--- src/rtl/mvu_pkg.sv ---
// rtl/mvu_pkg.sv - shared MVU constants and address-generator state encodings
package mvu_pkg;

    localparam int AGU_BWADDR   = 21;
    localparam int AGU_BWLENGTH = 8;
    localparam int AGU_NDIM     = 5;

    typedef enum logic [1:0] {
        AGU_IDLE = 2'd0,
        AGU_RUN  = 2'd1,
        AGU_DONE = 2'd2
    } agu_state_e;

endpackage

--- src/rtl/agu_dimctr.sv ---
// rtl/agu_dimctr.sv - one per-dimension down counter with reload and zero flag
module agu_dimctr
    import mvu_pkg::*;
#(
    parameter int BWLENGTH = AGU_BWLENGTH
) (
    input  logic                clk,
    input  logic                clr,
    input  logic                i_load,
    input  logic                i_dec,
    input  logic [BWLENGTH-1:0] i_len,
    output logic                o_zero
);
    logic [BWLENGTH-1:0] r_cnt;

    always_ff @(posedge clk) begin
        if (clr) begin
            r_cnt <= '0;
        end else if (i_load) begin
            r_cnt <= i_len;
        end else if (i_dec) begin
            r_cnt <= r_cnt - 1'b1;
        end
    end

    assign o_zero = (r_cnt == '0);
endmodule

--- src/rtl/agu_nd.sv ---
// rtl/agu_nd.sv - N-dimensional strided address generator with valid/ready output
module agu_nd
    import mvu_pkg::*;
#(
    parameter int BWADDR   = AGU_BWADDR,
    parameter int BWLENGTH = AGU_BWLENGTH,
    parameter int NDIM     = AGU_NDIM
) (
    input  logic                         clk,
    input  logic                         clr,
    input  logic                         start,
    input  logic                         mode,
    input  logic [BWADDR-1:0]            base,
    input  logic [(NDIM-1)*BWLENGTH-1:0] l,
    input  logic [NDIM*BWADDR-1:0]       j,
    input  logic                         addr_ready,
    output logic                         addr_valid,
    output logic [BWADDR-1:0]            addr_out,
    output logic [NDIM-2:0]              z_out,
    output logic [NDIM-1:0]              on_j,
    output logic                         busy,
    output logic                         done
);
    localparam int NC = NDIM - 1;
    localparam int MW = $clog2(NDIM);

    agu_state_e                 r_state;
    agu_state_e                 w_state_nxt;
    logic                       r_mode;
    logic [NC*BWLENGTH-1:0]     r_l;
    logic [NDIM*BWADDR-1:0]     r_j;
    logic [BWADDR-1:0]          r_addr;
    logic                       w_hs;
    logic                       w_last;
    logic [MW-1:0]              w_m;
    logic [NC-1:0]              w_zero;
    logic [NC-1:0]              w_load;
    logic [NC-1:0]              w_dec;
    logic [BWADDR-1:0]          w_jump;

    assign addr_valid = (r_state == AGU_RUN);
    assign busy       = (r_state == AGU_RUN);
    assign done       = (r_state == AGU_DONE);
    assign addr_out   = r_addr;
    assign w_hs       = addr_valid & addr_ready;
    assign w_last     = (w_m == MW'(NC));
    assign z_out      = {NC{w_hs}} & w_zero;

    // Jump level = index of the first non-zero counter, NC when every counter is exhausted
    always_comb begin
        w_m = MW'(NC);
        for (int k = NC - 1; k >= 0; k--) begin
            if (!w_zero[k]) begin
                w_m = MW'(k);
            end
        end
    end

    always_comb begin
        w_jump = '0;
        on_j   = '0;
        for (int k = 0; k < NDIM; k++) begin
            if (w_m == MW'(k)) begin
                w_jump  = r_j[k*BWADDR +: BWADDR];
                on_j[k] = w_hs;
            end
        end
    end

    // Start loads straight from the inputs so the first address needs no extra cycle
    for (genvar g = 0; g < NC; g++) begin : g_ctr
        assign w_load[g] = start | (w_hs & (MW'(g) < w_m));
        assign w_dec[g]  = w_hs & (w_m == MW'(g));

        agu_dimctr #(
            .BWLENGTH (BWLENGTH)
        ) u_ctr (
            .clk    (clk),
            .clr    (clr),
            .i_load (w_load[g]),
            .i_dec  (w_dec[g]),
            .i_len  (start ? l[g*BWLENGTH +: BWLENGTH] : r_l[g*BWLENGTH +: BWLENGTH]),
            .o_zero (w_zero[g])
        );
    end

    always_ff @(posedge clk) begin
        if (clr) begin
            r_state <= AGU_IDLE;
        end else begin
            r_state <= w_state_nxt;
        end
    end

    always_comb begin
        w_state_nxt = r_state;
        if (start) begin
            w_state_nxt = AGU_RUN;
        end else if (r_state == AGU_RUN && w_hs && w_last && !r_mode) begin
            w_state_nxt = AGU_DONE;
        end
    end

    always_ff @(posedge clk) begin
        if (clr) begin
            r_addr <= '0;
            r_mode <= 1'b0;
            r_l    <= '0;
            r_j    <= '0;
        end else if (start) begin
            r_addr <= base;
            r_mode <= mode;
            r_l    <= l;
            r_j    <= j;
        end else if (w_hs && !(w_last && !r_mode)) begin
            r_addr <= r_addr + w_jump;
        end
    end
endmodule
--- config.mk ---
export PLATFORM = sky130hd
export DESIGN_NAME = agu_nd
export DESIGN_NICKNAME = d
export VERILOG_FILES = /design/src/rtl/mvu_pkg.sv /design/src/rtl/agu_dimctr.sv /design/src/rtl/agu_nd.sv
export SDC_FILE = /design/constraint.sdc
export NUM_CORES = 1
export LEC_CHECK = 0
export ABC_CLOCK_PERIOD_IN_PS = 5800
export BUFFER_PORTS_ARGS = -buffer_cell sky130_fd_sc_hd__buf_2
export CAP_MARGIN = 25
export CORE_MARGIN = 5
export CORE_UTILIZATION = 30
export CTS_BUF_LIST = sky130_fd_sc_hd__clkbuf_8
export DETAILED_ROUTE_END_ITERATION = 6
export HOLD_SLACK_MARGIN = 0.03
export SETUP_SLACK_MARGIN = 0.15
export SLEW_MARGIN = 20
export SYNTH_ARGS = -nofsm -noshare
export SYNTH_HDL_FRONTEND = slang
export SYNTH_HIERARCHICAL = 1
export SYNTH_SLANG_ARGS = --single-unit
--- constraint.sdc ---
create_clock -name clk -period 5.8 [get_ports clk]
set_input_delay 1.45 -clock clk [delete_from_list [all_inputs] [get_ports clk]]
set_output_delay 1.45 -clock clk [all_outputs]
set_load 0.02 [all_outputs]
==> results.md, run 1 <==
* I/O Pins at 196
* CTS sink count at 193
* Total GRT Usage at 0.158
* Port-buffer cells at 195
* Final ANT Viol Nets at 0
* RSZ-0062 raised after global routing: false
* Post-synth EDFFs at 0
* Layout cell share with drive strength beyond 1 at 0.262
* Initial antenna violation count at 3
* Yosys warns at 6
* CP endpoint: on_j[2]
* Power Dens Cells at approximately 270 mW/mm^2
* Fin crit share at 0.854
* Switching component of the power at 0.00101 W
* Largest net degree at the start of global routing at around 110
* Arrival @ worst endpoint at 3.50 ns
* Most common cell in the netlist: dfxtp_1
* Hold buffers post-CTS at 0
* Post-synth top area cell: dfxtp_1
* Clock slew at reported path FFs at 0.10 ns
* Commonest cells post-synth: dfxtp_1, nor2_1, mux2i_1
* Comb power frac at 0.236
* Syn_area_per_cell at 8.99 um^2
* Die width at approximately 190 um
* Crit. Startpoint: g_ctr[0].u_ctr/r_cnt[4]$_SDFFE_PP0P_
* Iter 0 DRT Violations at roughly 560
* Via count at 8,257
* Max VDD drop at 157 uV
* P_leak at 4.98 nW
* Crit path largest cell delay at 0.57 ns
* Crit path depth at 8
* Setup TNS at 0 ns
* Remaining global-route overflow at 0
* Prevailing post-synth register cell: dfxtp_1
* Die area at 0.0361 mm^2
* Final Worst Setup Slack at ~0.85 ns
* FP Rows at 65
* Cell Int Power at 0.00208 W
* Mapped Area at 0.00971 mm^2
* Hold WC Path Type: flip-flop to flip-flop
* Clock Latency Late Sink at 0.48 ns
* Yosys top cell area share at 0.398
* Clk buf depth at 2
* Non-Filler Cell Area, Final at around 0.011 mm^2
* Worst path required time at 4.35 ns
* Register area share after synthesis at 0.398
* Final hold violations at 0
* Vias in the first global route at just over 8,000
* Cells after Synth at 1,080
* Top delay family on crit path: simple AND/OR/NAND/NOR gates
* Crit. End Element: output pin
* Worst-path cell chain: or4_4 > nor4b_2 > buf_4 > nand2_1 > inv_1 > nand2_1 > nor2_1 > buf_2
* Crit-path most repeated cell: nand2_1
* Setup bufs post-CTS at 0
* Relative slew slack at 0.401
* Layout net count at 1,426
* Area contributors post-synth: dfxtp_1, mux2i_1, nor2_1, mux2_2, a21oi_1
* Clock power frac at 0.287
* Post-synth ARST share at 0
* H-tree levels at 4
* Worst R2R Path Depth at 15
* Max cap viols at 0
* Detailed-route wire length at approximately 30,000 um
* CP max FO at 45
* DR vias/cell at 4.91
* Least-Margin Pin Slew at 0.898 ns
* F_max at 202 MHz
* Initial core utilization at 0.305
* Minimum clock period at just under 5 ns
* Reg2reg end: addr_out[20]$_SDFFE_PP0P_
* CORE AREA at approximately 0.032 mm^2
* Post-route insts no fill at about 1,700
* Final setup viols at 0
* CTS resizes at 0
* Gp weighted congestion at 0.821
* Drt drc at 0
* Total Power at 0.00308 W
* CP max-delay cell: or4_4
* Outcome: complete, no violations
* Avg WL per Cell at ~17 um
* Vert. Die Dim at 190 um
* Crit Reg-Reg Startpoint: g_ctr[1].u_ctr/r_cnt[4]$_SDFFE_PP0P_
* DP Cell Count at about 1,600
* Pre-CTS setup slack at 1.24 ns
* Dpl hpwl at approximately 22,000 um
* Net Count, Synth at 1,272
* Sw Ratio at 0.327
* CTS tree: done
* Layout area overhead at 17.9%
* Crit path buf inv count at 3
* Dpl cell area at 0.0110 mm^2
* Distinct cells, synth at 67
* Startpoint Class: flip-flop
* #FFs+latches synth at between 150 and 200
* Drt pass-1 iters at 5
* Root buffer cell: clkbuf_8
* Final-report max-slew violation count at 0
* R2R setup slack at between 1 and 1.5 ns
* Register share of total power at 0.476
* Total CTS buffers at 17
* Final Skew at around 0.020 ns
* First-pass GRT wire length at 45,000 um
* Crit Path Category: flip-flop to output pin
## worst min path at each step
| stage | startpoint | to | slack (ns) | cells past startpoint |
|---|---|---|---|---|
| after global routing | r_j[75]$_SDFFE_PP0P_ | r_j[75]$_SDFFE_PP0P_ | 0.53 | 2 |
| after floorplan | r_j[64]$_SDFFE_PP0P_ | r_j[64]$_SDFFE_PP0P_ | 0.45 | 2 |
| after detailed placement | r_j[21]$_SDFFE_PP0P_ | r_j[21]$_SDFFE_PP0P_ | 0.48 | 2 |
| after CTS | r_j[21]$_SDFFE_PP0P_ | r_j[21]$_SDFFE_PP0P_ | 0.50 | 2 |
| after global placement | r_j[96]$_SDFFE_PP0P_ | r_j[96]$_SDFFE_PP0P_ | 0.47 | 2 |
| final | r_j[21]$_SDFFE_PP0P_ | r_j[21]$_SDFFE_PP0P_ | 0.50 | 2 |
## flip-flops by register name (all words and copies together), names as in the netlist
| signal | flops |
|---|---|
| addr_out | 21 |
| r_mode | 1 |
| r_l | 32 |
| r_state | 2 |
| r_j | 105 |
| g_ctr.u_ctr/r_cnt | 32 |
## layer usage
layer	share of wire	vias up	global-route usage	wire [um]
met2	0.47	208	0.263	13800
li1	-	4155	-	-
met4	0.0096	6	0.0292	281
met1	0.46	3867	0.208	13300
met3	0.059	21	0.0435	1730
met5	0.00099	-	0	29
## final cells by class
type	count	area, um^2
Antenna cell	1	2.50
Clock buffer	17	234
Clock inverter	14	145
Fill cell	3306	20300
Inverter	31	116
Multi-Input combinational cell	783	5440
Sequential cell	193	3860
Tap cell	435	544
Timing Repair Buffer	208	1100
## worst register-to-register path: cells and delay by family (launching register included)
family,cells,cell delay (ns)
AND/OR/NAND/NOR,4,1.48
buffers and inverters,1,0.41
adder cells (fa/ha/maj),1,0.41
flip-flops,1,0.35
multiplexers,1,0.14
XOR/XNOR,1,0.14
AO/OA/AOI/OAI,7,1.67
## per-stage QoR
stage | util | hold slack, ns
after global placement | 0.347 | 0.467
after detailed placement | 0.347 | 0.480
after CTS | 0.359 | 0.504
after floorplan | - | 0.452
final | 0.360 | 0.497
after global routing | 0.360 | 0.535
## placed cells by master, fill, tap and decap left out, types with 28 or more instances in the layout
| cell | instances |
|---|---|
| dfxtp_1 | 193 |
| mux2i_1 | 110 |
| and2_1 | 34 |
| inv_1 | 31 |
| ha_1 | 28 |
| buf_2 | 193 |
| a21oi_1 | 73 |
| o22ai_1 | 34 |
| nor2_1 | 171 |
| mux2_2 | 52 |
| nand2_1 | 49 |
## power groups by stage
stage	Sequential (W)	Clock, W	Combinational [W]
finish	0.00147	0.000887	0.000728
global route	0.00148	0.000972	0.000805
CTS	0.00147	0.000920	0.000728
detailed placement	0.00150	0	0.000723
global placement	0.00150	0	0.000716
floorplan	0.00149	0	0.000503
## logic make-up (layout without fill, tap and decap cells)
group / count (synthesis) / count (layout) / synth area share
AOI/OAI and AO/OA: 214 / 214 / 0.142
buffers and inverters: 104 / 270 / 0.0450
muxes: 162 / 162 / 0.174
xor gates and xnor gates: 25 / 25 / 0.0225
adders and majority gates: 29 / 29 / 0.0381
DFF: 193 / 193 / 0.398
other: 0 / 1 / 0
and+or+nand+nor: 353 / 353 / 0.181
(Power assumes the default switching activity.)
==> run 2, diff against run 1 <==
--- a/config.mk
+++ b/config.mk
@@ -5,9 +5,9 @@
 export SDC_FILE = /design/constraint.sdc
 export NUM_CORES = 1
 export LEC_CHECK = 0
-export ABC_CLOCK_PERIOD_IN_PS = 5800
+export ABC_CLOCK_PERIOD_IN_PS = 4800
 export BUFFER_PORTS_ARGS = -buffer_cell sky130_fd_sc_hd__buf_2
-export CAP_MARGIN = 25
+export CAP_MARGIN = 5
 export CORE_MARGIN = 5
 export CORE_UTILIZATION = 30
 export CTS_BUF_LIST = sky130_fd_sc_hd__clkbuf_8
==> constraint.sdc (replaced) <==
create_clock -name clk -period 4.8 [get_ports clk]
set_input_delay 1.2 -clock clk [delete_from_list [all_inputs] [get_ports clk]]
set_output_delay 1.2 -clock clk [all_outputs]
set_load 0.02 [all_outputs]
==> run 2 against run 1 <==
Combinational power grew 23%; critical path depth rose by 9; cell area increased by 0.44%; sequential share of layout area shrank 0.15 points; final cell count up 0.24%; sequential cell count is the same.
==> results.md, run 2 (same netlist as run 1, synthesis figures left out) <==
* Startpoint Class: flip-flop (unchanged)
* CP max FO at 27 (was 45)
* Setup bufs post-CTS at 0 (unchanged)
* Regs by FF count: r_j: 105 flops, g_ctr.u_ctr/r_cnt: 32 flops, r_l: 32 flops (unchanged)
* Power Dens Cells at 324 mW/mm^2 (was 269 mW/mm^2)
* Crit. Startpoint: g_ctr[3].u_ctr/r_cnt[4]$_SDFFE_PP0P_ (was g_ctr[0].u_ctr/r_cnt[4]$_SDFFE_PP0P_)
* Via count at 8,355 (was 8,257)
* Hold WC Path Type: flip-flop to flip-flop (unchanged)
* Fin crit share at 0.915
* Largest register FFs at 105 (unchanged)
* Dpl hpwl at 21,900 um (was 21,700 um)
* Clock slew at reported path FFs at 0.11 ns (was 0.10 ns)
* Initial antenna violation count at 5 (was 3)
* RSZ-0062 raised after global routing: true (was false)
* Clock Latency Late Sink at 0.48 ns (about the same)
* Iter 0 DRT Violations at 395 (was 564)
* Setup TNS at 0 ns (unchanged)
* Final-report max-slew violation count at 0 (unchanged)
* Outcome: complete, no violations (unchanged)
* F_max at 228 MHz
* Final ANT Viol Nets at 0 (unchanged)
* Layout area overhead at 18.4% (was 17.9%)
* CTS sink count at 193 (unchanged)
* Dpl cell area at 0.0111 mm^2 (was 0.0110 mm^2)
* Worst hold start: r_j[96]$_SDFFE_PP0P_ (was r_j[21]$_SDFFE_PP0P_)
* Worst path required time at 5.18 ns (was 4.35 ns)
* Avg WL per Cell at 17.4 um (about the same)
* Max VDD drop at 229 uV (was 157 uV)
* Total GRT Usage at 0.160 (was 0.158)
* Non-Filler Cell Area, Final at 0.0115 mm^2 (about the same)
* Final hold violations at 0 (unchanged)
* Register with the most flip-flops: r_j (unchanged)
* Clk buf depth at 2 (unchanged)
* Layout cell share with drive strength beyond 1 at 0.267 (was 0.262)
* Final hold slack at 0.500 ns (was 0.497 ns)
* H-tree levels at 4 (unchanged)
* Max cap viols at 0 (unchanged)
* Drt drc at 0 (unchanged)
* Layout net count at 1,429 (was 1,426)
* CTS resizes at 0 (unchanged)
* Vert. Die Dim at 190 um (unchanged)
* Total CTS buffers at 17 (unchanged)
* Minimum clock period at roughly 4.4 ns
* Least-Margin Pin Slew at 1.08 ns (was 0.898 ns)
* Detailed-route wire length at 29,400 um (was 29,200 um)
* CORE AREA at 0.0318 mm^2 (unchanged)
* Gp weighted congestion at 0.845 (was 0.821)
* Largest net degree at the start of global routing at 124 (was 113)
* DR vias/cell at 4.96 (was 4.91)
* Die width at 190 um (unchanged)
* Crit Reg-Reg Startpoint: g_ctr[3].u_ctr/r_cnt[4]$_SDFFE_PP0P_ (was g_ctr[1].u_ctr/r_cnt[4]$_SDFFE_PP0P_)
* Vias in the first global route at 8,067 (was 8,064)
* Initial core utilization at 0.305 (unchanged)
* Crit Path Category: flip-flop to flip-flop (was flip-flop to output pin)
* Remaining global-route overflow at 0 (unchanged)
* Final setup viols at 0 (unchanged)
* First-pass GRT wire length at 45,100 um (was 45,000 um)
* CTS tree: done (unchanged)
* Drt pass-1 iters at 5 (unchanged)
* Port-buffer cells at 195 (unchanged)
* FP Rows at 65 (unchanged)
* Hold buffers post-CTS at 0 (unchanged)
* Arrival @ worst endpoint at 4.77 ns (was 3.50 ns)
* Root buffer cell: clkbuf_8 (unchanged)
* P_leak at 5.00 nW (was 4.98 nW)
* Final Skew at 0.0122 ns (was 0.0197 ns)
* Crit. End Element: flip-flop (was output pin)
* I/O Pins at 196 (unchanged)
* Die area at 0.0361 mm^2 (unchanged)
* # fillers at 3,313 (was 3,306)
* Most frequent cells in the layout: dfxtp_1, buf_2, nor2_1 (unchanged)
* Relative slew slack at 0.277 (was 0.401)
run 2: cell count changes in the layout (fill, tap and decap cells not counted), sizes merged:
cell / delta
clkinv: -2
inv: +4
buf: +3
bufinv: -1
run 2: area by class of cell:
cell class | count | area (um^2) | share of cell area
Sequential cell | 193 | 3860 | 0.336
Clock buffer | 17 | 234 | 0.0203
Clock inverter | 15 | 135 | 0.0117
Multi-Input combinational cell | 783 | 5460 | 0.475
Inverter | 31 | 116 | 0.0101
Timing Repair Buffer | 211 | 1150 | 0.0998
Tap cell | 435 | 544 | 0.0473
Antenna cell | 1 | 2.50 | 0.000218
run 2: final timing paths:
kind	endpoint	slack, ns	depth (start not counted)
worst max-delay path	addr_out[20]$_SDFFE_PP0P_	0.41	17
worst min-delay path	r_j[96]$_SDFFE_PP0P_	0.50	2
worst max register to register	addr_out[20]$_SDFFE_PP0P_	0.41	17
worst min register to register	r_j[96]$_SDFFE_PP0P_	0.50	2
run 2: report_power, final:
group / total, W / internal [W] / switching [W]
combinational: 0.000897 / 0.000394 / 0.000504
clock: 0.00106 / 0.000385 / 0.000675
sequential: 0.00178 / 0.00170 / 0.0000719
run 2: critical path, stage by stage (launching register included):
cell	delay, ns
dfxtp_1	0.35
or4_4	0.57
nor4b_2	0.38
buf_12	0.24
mux2_2	0.23
o22ai_1	0.07
a21oi_1	0.15
ha_1	0.18
inv_1	0.05
fa_1	0.39
nor2b_2	0.17
o211ai_1	0.13
a31oi_1	0.24
o211ai_1	0.22
a2111oi_1	0.48
nand2b_1	0.17
xor2_1	0.06
o21a_1	0.16
run 2: per-stage QoR:
stage	setup slack (ns)	power, W	util	cells
CTS	0.285	0.00377	0.361	1685
floorplan	0.418	0.00241	-	1080
detailed placement	0.321	0.00270	0.349	1653
global route	0.152	0.00396	0.362	1686
finish	0.410	0.00373	0.362	1686
global placement	0.477	0.00269	0.349	1653
run 2: routing by layer:
metal / track usage / wire [um] / vias to the layer above
met5: 0 / 54 / -
met4: 0.0442 / 565 / 8
met3: 0.0428 / 2070 / 35
met2: 0.262 / 13800 / 240
met1: 0.208 / 12900 / 3902
li1: - / - / 4170
==> run 3, diff against run 2 <==
--- a/config.mk
+++ b/config.mk
@@ -5,6 +5,7 @@
 export SDC_FILE = /design/constraint.sdc
 export NUM_CORES = 1
 export LEC_CHECK = 0
+export ABC_AREA = 1
 export ABC_CLOCK_PERIOD_IN_PS = 4800
 export BUFFER_PORTS_ARGS = -buffer_cell sky130_fd_sc_hd__buf_2
 export CAP_MARGIN = 5
==> run 3 against run 2 <==
Final cell count increased by 28%; synthesized cell count increased by 42%; sequential power about the same; sequential cell count unchanged; clock-buffer cell count unchanged; non-clock buffer count decreased by 3; register-to-register slack improved by 0.36 ns; worst setup slack improved by 0.11 ns; clock power about the same; highest routed layer is now met4.
==> results.md, run 3 <==
* Outcome: complete, no violations (unchanged)
* Register area share after synthesis at 0.381 (was 0.398)
* Commonest cells post-synth: nand2_1, nor2_1, dfxtp_1 (was dfxtp_1, nor2_1, mux2i_1)
* Setup TNS at 0 ns (unchanged)
* Relative slew slack at 0.361 (was 0.277)
* FP Rows at 67 (was 65)
* CTS sink count at 193 (unchanged)
* Die width at 194 um (was 190 um)
* Iter 0 DRT Violations at 736 (was 395)
* Worst path required time at 3.60 ns (was 5.18 ns)
* Most common cell after layout, fill and taps aside: nand2_1
* Drt pass-1 iters at 5 (unchanged)
* N_diodes at 0 (was 1)
* Root buffer cell: clkbuf_8 (unchanged)
* #FFs+latches synth at 193 (unchanged)
* H-tree levels at 4 (unchanged)
* Syn_area_per_cell at 6.60 um^2 (was 8.99 um^2)
* WHS Endpoint: r_l[11]$_SDFFE_PP0P_ (was r_j[96]$_SDFFE_PP0P_)
* Power Dens Cells at 330 mW/mm^2 (was 324 mW/mm^2)
* Crit Reg-Reg Startpoint: g_ctr[0].u_ctr/r_cnt[1]$_SDFFE_PP0P_ (was g_ctr[3].u_ctr/r_cnt[4]$_SDFFE_PP0P_)
* Distinct cells, synth at 38 (was 67)
* Remaining global-route overflow at 0 (unchanged)
* Final ANT Viol Nets at 0 (unchanged)
* Crit. End Element: output pin (was flip-flop)
* Drt drc at 0 (unchanged)
* Clk buf depth at 2 (unchanged)
* Yosys top cell area share at 0.381 (was 0.398)
* Most frequent cells in the layout: nand2_1, nor2_1, buf_2 (was dfxtp_1, buf_2, nor2_1)
* Layout net count at 1,885 (was 1,429)
* Avg WL per Cell at 15.9 um (was 17.4 um)
* Net Count, Synth at 1,728 (was 1,272)
* Fin crit share at 0.892 (was 0.915)
* RSZ-0062 raised after global routing: false (was true)
* Final setup viols at 0 (unchanged)
* Dpl cell area at 0.0115 mm^2 (was 0.0111 mm^2)
* Minimum clock period at 4.28 ns (was 4.39 ns)
* Total GRT Usage at 0.177 (was 0.160)
* Final Skew at 0.0307 ns (was 0.0122 ns)
* P_leak at 5.76 nW (was 5.00 nW)
* Largest net degree at the start of global routing at 109 (was 124)
* Clock slew at reported path FFs at 0.11 ns (about the same)
* Worst Hold Path Cells at 2 (unchanged)
* Final-report max-slew violation count at 0 (unchanged)
* Die area at 0.0375 mm^2 (was 0.0361 mm^2)
* Gp weighted congestion at 0.940 (was 0.845)
* R2R setup slack at 0.77 ns (was 0.41 ns)
* Crit Path Category: flip-flop to output pin (was flip-flop to flip-flop)
* CORE AREA at 0.0334 mm^2 (was 0.0318 mm^2)
* Layout area overhead at 17.1% (was 18.4%)
* Setup bufs post-CTS at 0 (unchanged)
* Cells after Synth at 1,536 (was 1,080)
* Port-buffer cells at 195 (unchanged)
* Worst R2R Path Depth at 22 (was 17)
* Yosys warns at 6 (unchanged)
* First-pass GRT wire length at 53,400 um (was 45,100 um)
* Initial antenna violation count at 0 (was 5)
* Dpl hpwl at 25,600 um (was 21,900 um)
* Least-Margin Pin Slew at 0.958 ns (was 1.08 ns)
* Vias in the first global route at 9,936 (was 8,067)
* Vert. Die Dim at 194 um (was 190 um)
* Post-synth EDFFs at 0 (unchanged)
* Largest register FFs at 105 (unchanged)
* Most common cell in the netlist: nand2_1 (was dfxtp_1)
* Post-synth top area cell: dfxtp_1 (unchanged)
* Total CTS buffers at 17 (unchanged)
* Hold WC Path Type: flip-flop to flip-flop (unchanged)
* Max cap viols at 0 (unchanged)
* Arrival @ worst endpoint at 3.08 ns (was 4.77 ns)
* Via count at 10,200 (was 8,355)
* Startpoint Class: flip-flop (unchanged)
* DR vias/cell at 4.72 (was 4.96)
* Regs by FF count: r_j: 105 flops, g_ctr.u_ctr/r_cnt: 32 flops, r_l: 32 flops (unchanged)
* Prevailing post-synth register cell: dfxtp_1 (unchanged)
* Detailed-route wire length at 34,200 um (was 29,400 um)
* Final hold violations at 0 (unchanged)
* F_max at 234 MHz (was 228 MHz)
* Non-Filler Cell Area, Final at 0.0119 mm^2 (was 0.0115 mm^2)
* Worst hold start: r_l[11]$_SDFFE_PP0P_ (was r_j[96]$_SDFFE_PP0P_)
* Mapped Area at 0.0101 mm^2 (was 0.00971 mm^2)
* CTS tree: done (unchanged)
* Post-synth ARST share at 0 (unchanged)
* Initial core utilization at 0.303 (was 0.305)
* CP max FO at 17 (was 27)
* Max VDD drop at 191 uV (was 229 uV)
* Reg2reg end: addr_out[13]$_SDFFE_PP0P_ (was addr_out[20]$_SDFFE_PP0P_)
* I/O Pins at 196 (unchanged)
* Layout cell share with drive strength beyond 1 at 0.183 (was 0.267)
* Register with the most flip-flops: r_j (unchanged)
* Area contributors post-synth: dfxtp_1, nand2_1, nor2_1, o21ai_0, inv_1 (was dfxtp_1, mux2i_1, nor2_1, mux2_2, a21oi_1)
* Clock Latency Late Sink at 0.50 ns (was 0.48 ns)
==> run 3: changes by cell type in the layout (fill, tap and decap cells not counted), sizes merged, moves of 17 or more <==
cell	before	now
a211oi	18	1
a22oi	0	31
and2	37	1
inv	43	153
mux2	52	0
mux2i	110	0
nand2	49	352
nand3	8	92
nor2	172	310
o21ai	25	181
o22ai	34	0
==> run 3: per-stage QoR <==
stage / setup slack (ns) / hold slack [ns] / total power (W) / instances / util
2_1_floorplan: 1.13 / 0.429 / 0.00251 / 1536 / -
5_1_grt: 0.234 / 0.494 / 0.00416 / 2154 / 0.355
3_3_place_gp: 0.808 / 0.455 / 0.00286 / 2122 / 0.343
4_1_cts: 0.331 / 0.472 / 0.00395 / 2154 / 0.355
3_5_place_dp: 0.798 / 0.456 / 0.00287 / 2122 / 0.343
6_report: 0.520 / 0.473 / 0.00391 / 2154 / 0.355
==> run 3: where the power goes <==
group | switching [W] | leakage (nW) | internal [W]
logic | 0.000690 | 3.97 | 0.000351
clock network | 0.000694 | 0.186 | 0.000385
registers | 0.0000758 | 1.60 | 0.00171
total | 0.00146 | 5.76 | 0.00245
==> run 3: cell families (layout without fill, tap and decap cells) <==
logic type      Yosys count  after routing  share of synthesized area
simple gates            770            770                      0.315
flops                   193            193                      0.381
buf+inv                 218            388                     0.0856
compound gates          315            315                      0.172
xor+xnor                 11             11                    0.00951
fa+ha+maj                29             29                     0.0366
==> run 3: worst max-delay path by stage <==
stage	from	endpoint	slack [ns]	depth (start not counted)
2_1_floorplan	addr_ready	on_j[2]	1.13	4
3_3_place_gp	g_ctr[0].u_ctr/r_cnt[1]$_SDFFE_PP0P_	addr_out[13]$_SDFFE_PP0P_	0.81	22
3_5_place_dp	g_ctr[0].u_ctr/r_cnt[1]$_SDFFE_PP0P_	addr_out[13]$_SDFFE_PP0P_	0.80	22
4_1_cts	g_ctr[0].u_ctr/r_cnt[1]$_SDFFE_PP0P_	on_j[3]	0.33	11
5_1_grt	g_ctr[0].u_ctr/r_cnt[1]$_SDFFE_PP0P_	on_j[3]	0.23	11
6_report	g_ctr[0].u_ctr/r_cnt[1]$_SDFFE_PP0P_	on_j[4]	0.52	11
==> run 3: metal layers <==
metal  global-route usage  vias to the layer above  part of all wire
met4               0.0509                        0             0.022
met5                    0                        -                 0
li1                     -                     5247                 -
met3               0.0321                       36             0.045
met1                0.241                     4638              0.47
met2                0.289                      238              0.46
==> run 3: what timing repair did <==
action                                  CTS  global route
endpoints found under the setup margin    0             1
gates resized for setup                   0             1
hold buffers                              0             0
==> run 3: final cells by class <==
cell class | instances | area [um^2]
timing repair buffer | 208 | 1090
clock buffer | 17 | 234
sequential | 193 | 3860
inverter | 148 | 562
fill | 3708 | 21600
multi-input combinational | 1125 | 5400
clock inverter | 15 | 149
tap | 448 | 561
==> run 3: worst max-delay path: stages (launching register included) <==
cell and delay (ns):
dfxtp_1 0.33, inv_1 0.11, ha_1 0.15, nand3_1 0.07, nor2_1 0.37, nand2_2 0.16
nor2_4 0.21, inv_2 0.10, nor2_8 0.26, inv_1 0.22, nor2_1 0.36, buf_2 0.24
